==> src/rtl/dh_shared_key.sv <==
// Diffie-Hellman shared key engine: key = r_in^y mod p via constant-time
// square-and-multiply built on a bit-serial interleaved modular multiplier.
module dh_shared_key (
  input  logic        clk,
  input  logic        rst,
  input  logic [31:0] p,
  input  logic [31:0] y,
  input  logic [31:0] r_in,
  input  logic        r_valid,
  output logic        r_ready,
  output logic [31:0] key,
  output logic        key_valid,
  output logic        err,
  output logic        busy
);

  typedef enum logic [2:0] {
    S_IDLE,
    S_RED,
    S_SQR,
    S_MUL,
    S_DONE
  } state_t;

  state_t      r_state;
  state_t      w_next;

  logic [31:0] r_p;
  logic [31:0] r_y;
  logic [31:0] r_rin;
  logic [31:0] r_base;
  logic [31:0] r_res;
  logic [31:0] r_t;
  logic [4:0]  r_bit;
  logic [4:0]  r_idx;

  logic        w_accept;
  logic        w_last;
  logic [31:0] w_a;
  logic [31:0] w_b;
  logic [32:0] w_dbl;
  logic [32:0] w_dbl_red;
  logic [32:0] w_sum;
  logic [32:0] w_sum_red;
  logic [31:0] w_t_next;

  // key_valid cycle still counts as busy, so the next accept lands one cycle later
  assign r_ready  = (r_state == S_IDLE) && !key_valid;
  assign busy     = !r_ready;
  assign w_accept = r_valid && r_ready;
  assign w_last   = (r_bit == 5'd0);

  always_comb begin
    w_a = '0;
    w_b = '0;
    case (r_state)
      S_RED: begin
        w_a = r_rin;
        w_b = 32'd1;
      end
      S_SQR: begin
        w_a = r_res;
        w_b = r_res;
      end
      S_MUL: begin
        w_a = r_res;
        w_b = r_y[r_idx] ? r_base : 32'd1;
      end
      default: ;
    endcase
  end

  // One multiplier step: t < p and b < p keep both partial values below 2p
  always_comb begin
    w_dbl     = {r_t, 1'b0};
    w_dbl_red = (w_dbl >= {1'b0, r_p}) ? (w_dbl - {1'b0, r_p}) : w_dbl;
    w_sum     = w_dbl_red + {1'b0, w_b};
    w_sum_red = (w_sum >= {1'b0, r_p}) ? (w_sum - {1'b0, r_p}) : w_sum;
    w_t_next  = w_a[r_bit] ? w_sum_red[31:0] : w_dbl_red[31:0];
  end

  always_ff @(posedge clk) begin
    if (!rst) r_state <= S_IDLE;
    else      r_state <= w_next;
  end

  always_comb begin
    w_next = r_state;
    case (r_state)
      S_IDLE: if (w_accept) w_next = (p < 32'd2) ? S_DONE : S_RED;
      S_RED:  if (w_last) w_next = S_SQR;
      S_SQR:  if (w_last) w_next = S_MUL;
      S_MUL:  if (w_last) w_next = (r_idx == 5'd0) ? S_DONE : S_SQR;
      S_DONE: w_next = S_IDLE;
      default: w_next = S_IDLE;
    endcase
  end

  always_ff @(posedge clk) begin
    if (!rst) begin
      r_p       <= '0;
      r_y       <= '0;
      r_rin     <= '0;
      r_base    <= '0;
      r_res     <= '0;
      r_t       <= '0;
      r_bit     <= '0;
      r_idx     <= '0;
      key       <= '0;
      key_valid <= 1'b0;
      err       <= 1'b0;
    end else begin
      key_valid <= 1'b0;
      case (r_state)
        S_IDLE: begin
          if (w_accept) begin
            r_p   <= p;
            r_y   <= y;
            r_rin <= r_in;
            r_res <= 32'd1;
            r_idx <= 5'd31;
            r_bit <= 5'd31;
            r_t   <= '0;
          end
        end
        S_RED, S_SQR, S_MUL: begin
          // r_bit wraps from 0 back to 31, ready for the next pass
          r_bit <= r_bit - 5'd1;
          if (w_last) begin
            r_t <= '0;
            if (r_state == S_RED) r_base <= w_t_next;
            else                  r_res  <= w_t_next;
            if (r_state == S_MUL) r_idx <= r_idx - 5'd1;
          end else begin
            r_t <= w_t_next;
          end
        end
        S_DONE: begin
          key       <= (r_p < 32'd2) ? '0 : r_res;
          err       <= (r_p < 32'd2);
          key_valid <= 1'b1;
        end
        default: ;
      endcase
    end
  end

endmodule

==> config.mk <==
export PLATFORM = sky130hd
export DESIGN_NAME = dh_shared_key
export DESIGN_NICKNAME = d
export VERILOG_FILES = /design/src/rtl/dh_shared_key.sv
export SDC_FILE = /design/constraint.sdc
export NUM_CORES = 1
export LEC_CHECK = 0
export CELL_PAD_IN_SITES_DETAIL_PLACEMENT = 0
export CELL_PAD_IN_SITES_GLOBAL_PLACEMENT = 1
export CORE_UTILIZATION = 40
export CTS_BUF_LIST = sky130_fd_sc_hd__clkbuf_16
export DETAILED_ROUTE_END_ITERATION = 6
export PLACE_DENSITY_LB_ADDON = 0.1
export SLEW_MARGIN = 20
export SYNTH_ARGS = -nofsm -noshare
export SYNTH_HDL_FRONTEND = slang
export SYNTH_SLANG_ARGS = --single-unit
export TNS_END_PERCENT = 5
==> constraint.sdc <==
create_clock -name clk -period 7.6 [get_ports clk]
set_input_delay 1.52 -clock clk [delete_from_list [all_inputs] [get_ports clk]]
set_output_delay 1.52 -clock clk [all_outputs]
set_load 0.005 [all_outputs]
== Yosys cells after proc, flatten, opt, wreduce, memory -nomap -nowiden ==
Cells that the tools add are included.
Word-level totals
  register bits: 239
  output and inout bits: 36
Operators by class
  reductions and logical operators: 16
  equal/unequal tests: 11
  multiplexer cells: 31
  add/sub/neg operators: 5
  $lt $le $gt $ge: 6
Operators with widths (count)
  $mux W32: 9
  $pmux W32 S2: 3
  $pmux W32 S3: 1
  $ge A33 B32 Y1: 2
  $lt A32 B2 Y1 const B: 2
  $add A33 B32 Y33: 1
  $mux W33: 1
  $sub A33 B32 Y33: 1
  $sub A32 B32 Y32: 1
  $pmux W5 S2: 2
  $mux W3: 6
  $mux W5: 3
  $ne A2 B2 Y1 const B: 7
  $lt A5 B6 Y1 const B: 2
  $pmux W3 S4: 1
  $reduce_and A4 Y1: 3
  $bmux W1 S5: 2
  $logic_not A5 Y1: 2
  $sub A5 B1 Y5 const B: 2
  $eq A3 B2 Y1 const B: 2
  $reduce_and A2 Y1: 2
  $eq A3 B1 Y1 const B: 1
  $eq A3 B3 Y1 const B: 1
  $logic_not A3 Y1: 1
  7 further kinds: 11

== Logic depth before layout (Yosys ltp) ==
Gate-level depths: netlist of the first run.
  depth in word-level cells: 11
  gate-level depth with buffers: 38
  gate-level depth less buffers: 32

== Worst setup path before layout of the first run ==
Ideal clock, no wire load.
  kind: flip-flop to flip-flop
  start point: reg r_p[12]
  end point: reg r_res[28]
  slack: 0.141 ns
  setup time: 0.122 ns
  arrival: 7.337 ns
  clock period less this slack: 7.459 ns
  cell stages (with the launch flop): 35
  data required time: 7.478 ns
  path through: dfxtp_1 inv_1 ha_1 buf_2 a21o_1 o21bai_1 a221o_1 nand3_1 and3_1 clkbuf_1 clkbuf_1 clkbuf_1 nor2_1 a21oi_1 inv_1 ha_1 nor2b_1 o31a_1 a41oi_1 o211ai_1 a41oi_1 xnor2_1 ha_1 a211oi_1 nor2_1 o41ai_1 o21ai_0 a32o_1 a21oi_1 nand2_1 or2_1 buf_6 buf_6 mux2_4 a221o_1
On the way
  cells in the longest elaborated chain, start to end: 9
  elaborated cells on any way between the ends: 11
  classes of those cells: add/sub (3); order compare (2); mux (6)
RTL lines
  from (decl): RTL line 28  | logic [31:0] r_p;
  from (signal assigned): RTL line 117  | r_p <= p;
  $sub A33 B32 Y33 / $ge A33 B32 Y1 (equally long branches): RTL line 76  | w_dbl_red = (w_dbl >= {1'b0, r_p}) ? (w_dbl - {1'b0, r_p}) : w_dbl;
  $mux W33: RTL line 76
  $add A33 B32 Y33: RTL line 77  | w_sum = w_dbl_red + {1'b0, w_b};
  $sub A32 B32 Y32 / $ge A33 B32 Y1 (equally long branches): RTL line 78  | w_sum_red = (w_sum >= {1'b0, r_p}) ? (w_sum - {1'b0, r_p}) : w_sum;
  $mux W32: RTL line 78
  $mux W32 *: RTL line 79  | w_t_next = w_a[r_bit] ? w_sum_red[31:0] : w_dbl_red[31:0];
  $mux W32 *: RTL line 131  | if (r_state == S_RED) r_base <= w_t_next;
  $mux W32 *: RTL line 129  | if (w_last) begin
  $pmux W32 S2 *: RTL line 114  | case (r_state)
  to (signal assigned): RTL line 132  | else r_res <= w_t_next;
  to (decl): RTL line 32  | logic [31:0] r_res;
Every way passes the cells marked *; elsewhere a longest branch is shown, timed or not. The select of a mux whose other input is x is not followed.
A chain may end at the register's enable or synchronous reset.

== Final worst setup path of the first run ==
  start point: reg r_t[16]
  end point: reg r_t[22]
On the way
  cells in the longest elaborated chain, start to end: 8
  elaborated cells on any way between the ends: 10
  classes of those cells: add/sub (3); order compare (2); mux (5)
RTL lines
  from (decl): RTL line 33  | logic [31:0] r_t;
  from (signal assigned): RTL line 135  | r_t <= w_t_next;
  $sub A33 B32 Y33 / $ge A33 B32 Y1 (equally long branches): RTL line 76
  $mux W33 *: RTL line 76
  $add A33 B32 Y33: RTL line 77
  $sub A32 B32 Y32 / $ge A33 B32 Y1 (equally long branches): RTL line 78
  $mux W32: RTL line 78
  $mux W32 *: RTL line 79
  $mux W32 *: RTL line 129
  $pmux W32 S2 *: RTL line 114
Every way passes the cells marked *; elsewhere a longest branch is shown, timed or not.

==> summary.md, run 1 <==
| Metric | Value |
|---|---|
| Status | `complete, no violations` |
| Worst Hold Launch | `r_y[6]` |
| Drt via density | `between 5 and 6` |
| Post-synthesis sequential area ratio | `0.303` |
| Final setup fails | `0` |
| Area Growth Syn to Fin | `28.3%` |
| Hpwl dp | `a little under 50,000 um` |
| H-Tree Depth | `1` |
| Met2 Usage GRT | `0.519` |
| Initial antenna violation count | `0` |
| Multi-input gate area | `roughly 0.010 sq mm` |
| Drt pass-1 iters | `5` |
| Top cell type's share of synthesized area | `0.303` |
| Most common cell after layout, fill and taps aside | `nand2_1` |
| Setup TNS | `0 ns` |
| RSZ-0062 raised after global routing | `false` |
| CP dominant cell by count | `buf_4` |
| FMAX | `around 140 MHz` |
| Period minus WS final | `roughly 7.3 ns` |
| WL per Instance | `22.3 um` |
| EDFF count, synth | `0` |
| Critical path required time | `8.02 ns` |
| Highest-count cells in the layout ignoring fill and taps | `nand2_1, dfxtp_1, buf_4, a21oi_1, nor2_1` |
| Reg-to-reg slack, setup | `0.27 ns` |
| Post-synth top area cell | `dfxtp_1` |
| Fin nets | `around 2,500` |
| Largest net degree at the start of global routing | `100` |
| Max_cap viols | `0` |
| Die area | `just over 0.04 sq mm` |
| FF-to-FF path depth | `32` |
| Worst slew pin tran | `1.22 ns` |
| Worst clock skew | `0.0272 ns` |
| Core Footprint | `0.0388 sq mm` |
| Cts bufs inserted | `28` |
| WS Path Type | `reg2reg` |
| Synth cell types | `83` |
| Post-Synthesis Cell Area | `~0.016 sq mm` |
| Crit-path slowest cell | `or4_4` |
| Gr busiest metal | `met2` |
| Crit path max fanout | `11` |
| Reg2Reg Capture Point | `r_t[22]` |
| Num Clock Sinks | `around 240` |
| Layout cell share with drive strength beyond 1 | `0.161` |
| Layout fillers | `a little under 4,000` |
| Worst-case headroom to the max-slew limit | `0.187` |
| Diodes inserted | `0` |
| CTS tree | `done` |
| Vias | `16,700` |
| Crit end category | `flip-flop` |
| Clock Path Buffers | `3` |
| # rows | `72` |
| Worst-path clk slew | `about 0.060 ns` |
| Met1 Resource Use GR | `0.373` |
| Synthesized net count | `between 2,000 and 2,500` |
| Fin crit share | `0.964` |
| GR Util met3 | `0.0367` |
| Ports | `135` |
| Storage element area | `0.00479 sq mm` |
| Final slew viol count | `0` |
| Final Hold Vio Count | `0` |
| Iter 0 DRT Violations | `1,261` |
| Critical Path Max Stage Delay | `0.54 ns` |
| Die height | `~200 um` |
| Post-route cell area | `a little over 0.02 sq mm` |
| DRC viols | `0` |
| Hold EP | `r_y[6]` |
| Cell depth of the worst min-delay path | `2` |
| Initial core utilization | `0.407` |
| CTS Hold Bufs | `0` |
| Final ANT Viol Nets | `0` |
| Ys Warns | `0` |
| Share of flip-flops with an asynchronous set or reset | `0` |
| Total Wirelength | `approximately 63,000 um` |
| Worst skew pair latency | `between 0.5 and 0.6 ns` |
| Critical path arrival | `around 7.8 ns` |
| Worst hold path class | `reg2reg` |
| IO buf count | `134` |
| Seq cells post-synth | `approximately 240` |
| Vias in the first global route | `approximately 16,000` |
| Worst Setup Start Kind | `flip-flop` |
| First-pass GRT wire length | `between 90,000 and 100,000 um` |
| Syn avg cell area | `7.83 sq um` |
| Die W | `between 200 and 250 um` |
| Top_reg_cell synth | `dfxtp_1` |
| Root buf cell | `clkbuf_16` |
| Reg2reg start | `r_t[16]` |
| DP Area | `0.0190 sq mm` |
| Syn Inst Count | `2,020` |
| Grt ovf | `0` |
| Leading post-synthesis cells by cell area | `dfxtp_1, ha_1, nand2_1` |
| RD Place Congestion | `0.994` |
| Total GRT Usage | `0.304` |
[sequential cells by signal, summed over array words and instances, names as in the netlist]
signal / cells
r_p: 32
key_valid: 1
r_res: 32
r_t: 32
r_bit: 5
key: 32
r_state: 3
r_rin: 32
err: 1
r_base: 32
r_y: 32
r_idx: 5
[critical path, delay by kind of cell (launching register included)]
| family | cells | cell delay [ns] |
|---|---|---|
| buf+inv | 8 | 1.23 |
| fa+ha+maj | 3 | 1.05 |
| mux | 2 | 0.67 |
| compound gates | 7 | 1.39 |
| simple gates | 12 | 2.39 |
| flops | 1 | 0.39 |
[synthesized netlist by cell type, types with 14 or more instances]
cell type and count:
and3_1 14, dfxtp_1 239, a31oi_1 14, inv_1 89, a21oi_1 211, nand2b_1 15, nor2_1 144, nand3_1 32
nand2_1 327, a221o_1 23, a211oi_1 16, xor2_1 23, nor4_1 22, nor2b_1 16, o21ai_1 14, clkbuf_1 92
a21o_1 35, ha_1 99, nand4_1 18, xnor2_1 60, o21ai_0 74, o211ai_1 15, buf_2 23, o221ai_1 58
nor3_1 32, mux2i_1 32, a22oi_1 69, a22o_1 30
[worst max-delay path by stage]
stage               slack [ns]      from   endpoint  cells past startpoint
CTS                       0.03   r_p[20]     r_t[7]                     34
detailed placement       -0.72  r_idx[0]    r_t[25]                     30
global route              0.02   r_p[12]     r_t[7]                     35
global placement         -0.67  r_idx[0]    r_t[25]                     30
finish                    0.27   r_t[16]    r_t[22]                     32
floorplan                 0.14   r_p[12]  r_res[28]                     34
[layout make-up]
type | instances | share of cell area
clock inverters | 20 | 0.00759
multi-input cells | 1567 | 0.516
flip-flops and latches | 239 | 0.236
repair buffers | 372 | 0.156
clock buffers | 29 | 0.0358
well taps | 518 | 0.0320
inverters | 89 | 0.0166
[layer usage]
metal	vias up	wire, um
met2	547	30100
met5	-	0
met3	149	3050
met4	0	3320
li1	7961	-
met1	8068	26600
[cell families (layout without fill, tap and decap cells)]
family | after synthesis | in the layout | synth area share
fa+ha+maj | 102 | 102 | 0.0821
mux | 54 | 54 | 0.0450
flops | 239 | 239 | 0.303
xor+xnor | 84 | 84 | 0.0470
buf+inv | 215 | 510 | 0.0549
simple gates | 658 | 659 | 0.183
compound gates | 668 | 668 | 0.285
[through the flow]
stage | hold slack (ns) | util | setup slack, ns | std cells
floorplan | 0.433 | - | 0.141 | 2020
global placement | 0.443 | 0.490 | -0.666 | 2774
detailed placement | 0.445 | 0.490 | -0.718 | 2774
CTS | 0.453 | 0.515 | 0.0314 | 2825
global route | 0.467 | 0.522 | 0.0163 | 2834
finish | 0.450 | 0.522 | 0.270 | 2834
[timing repair]
item                                    4_1_cts  5_1_grt
buffers inserted                              2        8
endpoints found under the setup margin       96       96
pin swaps                                     1        9
gates resized for setup                      11       50
gates cloned                                  0        1
Power of run 1 is not shown: default switching activity piles up to over one toggle a cycle in this logic, so the estimate is an artifact.
==> run 2: changes to the inputs <==
--- a/config.mk
+++ b/config.mk
@@ -11,6 +11,7 @@
 export CTS_BUF_LIST = sky130_fd_sc_hd__clkbuf_16
 export DETAILED_ROUTE_END_ITERATION = 6
 export PLACE_DENSITY_LB_ADDON = 0.1
+export RECOVER_POWER = 100
 export SLEW_MARGIN = 20
 export SYNTH_ARGS = -nofsm -noshare
 export SYNTH_HDL_FRONTEND = slang
==> run 2 against run 1 <==
The run now ends with max-capacitance violations, max-slew violations left. Final cell count stayed put. Hold slack hardly changed. Clock skew is 0.0016 ns higher. Critical path type unchanged. Largest cell class unchanged.
==> summary.md, run 2 (synthesis results as in run 1) <==
| Metric | Value |
|---|---|
| Status | `complete, but fails checks` |
| Failing checks | `max-capacitance violations, max-slew violations` |
| Layout cell share with drive strength beyond 1 | `0.158` |
| Largest net degree at the start of global routing | `100` |
| IO buf count | `roughly 130` |
| Drt pass-1 iters | `7` |
| RD Place Congestion | `between 0.9 and 1` |
| Clock Path Buffers | `3` |
| Total Wirelength | `between 60,000 and 70,000 um` |
| FF-to-FF path depth | `32` |
| CTS tree | `done` |
| Crit path max fanout | `11` |
| Core Footprint | `about 0.039 sq mm` |
| Cell depth of the worst setup path | `32` |
| Final setup fails | `0` |
| First-pass GRT wire length | `~95,000 um` |
| Reg2reg start | `r_t[16]` |
| WS Path Type | `reg2reg` |
| Worst slew pin tran | `2.29 ns` |
| FMAX | `136 MHz` |
| Post-route core utilization | `0.521` |
| Bufs and invs on worst path | `8` |
| # rows | `72` |
| Vias | `roughly 17,000` |
| Fin crit share | `0.967` |
| Worst hold path class | `reg2reg` |
| Crit end category | `flip-flop` |
| Initial core utilization | `0.407` |
| Grt ovf | `0` |
| Reg2Reg Capture Point | `r_t[22]` |
| Cell depth of the worst min-delay path | `2` |
| Root buf cell | `clkbuf_16` |
| Worst Setup Start Kind | `flip-flop` |
| Critical Path Max Stage Delay | `between 0.5 and 0.6 ns` |
| Drt via density | `approximately 6` |
| Fin nets | `approximately 2,500` |
| Worst clock skew | `approximately 0.029 ns` |
| DRC viols | `0` |
| WL per Instance | `between 20 and 25 um` |
| Final ANT Viol Nets | `0` |
| Highest-count cells in the layout ignoring fill and taps | `nand2_1, dfxtp_1, buf_4, a21oi_1, nor2_1` |
| Worst skew pair latency | `~0.57 ns` |
| Worst slack, placed | `-0.718 ns` |
| Final Hold Vio Count | `0` |
| Crit-path slowest cell | `or4_4` |
| Max_cap viols | `3` |
| Total GRT Usage | `0.304` |
| Die height | `201 um` |
| Vias in the first global route | `16,400` |
| Reg-to-reg slack, setup | `about 0.25 ns` |
| Worst-path clk slew | `approximately 0.06 ns` |
| Cts bufs inserted | `28` |
| H-Tree Depth | `1` |
| Worst-case headroom to the max-slew limit | `-0.533` |
| Critical path arrival | `between 7 and 8 ns` |
| Hpwl dp | `roughly 49,000 um` |
| Post-route cell area | `roughly 0.020 sq mm` |
| Most common cell after layout, fill and taps aside | `nand2_1` |
| Num Clock Sinks | `239` |
| Iter 0 DRT Violations | `1,221` |
| Inst Count DP | `approximately 2,800` |
| Initial antenna violation count | `0` |
| CTS Hold Bufs | `0` |
| Critical path required time | `8.02 ns` |
| Setup ws final | `around 0.25 ns` |
| Area Growth Syn to Fin | `28.0%` |
| Period minus WS final | `roughly 7.4 ns` |
| Final slew viol count | `approximately 200` |
| Ports | `around 140` |
| DP Area | `0.0190 sq mm` |
| Final cell count without fillers | `2,834` |
| RSZ-0062 raised after global routing | `false` |
| Worst Hold Launch | `r_y[6]` |
| Die W | `between 200 and 250 um` |
| Diodes inserted | `0` |
| Hold EP | `r_y[6]` |
| Die area | `approximately 0.04 sq mm` |
| CP dominant cell by count | `buf_4` |
| Family with the most delay on the worst path | `simple AND/OR/NAND/NOR gates` |
run 2: changes by cell type in the layout (fill, tap and decap cells not counted), sizes merged:
cell           change
clkdlybuf4s50     -35
clkbuf            +14
buf               -14
clkinvlp           +1
inv                -1
dlygate4sd3       +35
run 2: cell type report:
| type | instances | area [sq um] |
|---|---|---|
| tap | 518 | 648 |
| clock inverter | 20 | 154 |
| sequential | 239 | 4790 |
| clock buffer | 29 | 726 |
| timing repair buffer | 372 | 3130 |
| fill | 3891 | 18600 |
| multi-input combinational | 1567 | 10500 |
| inverter | 89 | 335 |
run 2: worst max-delay path by stage:
stage,start,endpoint,slack (ns)
after floorplan,r_p[12],r_res[28],0.14
after global placement,r_idx[0],r_t[25],-0.67
after detailed placement,r_idx[0],r_t[25],-0.72
after CTS,r_p[20],r_t[7],0.03
after global routing,r_p[12],r_base[14],0.01
final,r_t[16],r_t[22],0.25
run 2: worst min-delay path, delay by kind of cell, from the launching register on:
family             cells  cell delay, ns
DFF                    1            0.30
AOI/OAI and AO/OA      1            0.05
and+or+nand+nor        1            0.05
run 2: per-stage QoR:
stage / hold WS [ns] / TNS [ns]
3_5_place_dp: 0.445 / -38.21
4_1_cts: 0.453 / 0
5_1_grt: 0.467 / 0
6_report: 0.450 / 0
3_3_place_gp: 0.443 / -34.00
2_1_floorplan: 0.433 / 0
run 2: routing by layer:
layer	routed length, um	global-route usage	up-vias
li1	-	-	7961
met1	26500	0.373	8021
met2	29800	0.519	506
met3	3130	0.0367	153
met4	3410	0.161	0
met5	0	0	-
run 2: what timing repair did:
action / in CTS / in global routing
resized for setup: 11 / 50
setup endpoints to repair: 96 / 96
hold endpoints to repair: 0 / 0
setup buffers: 2 / 8
pin swaps: 1 / 9
gates cloned: 0 / 1
Power of run 2 is left out for the same reason.
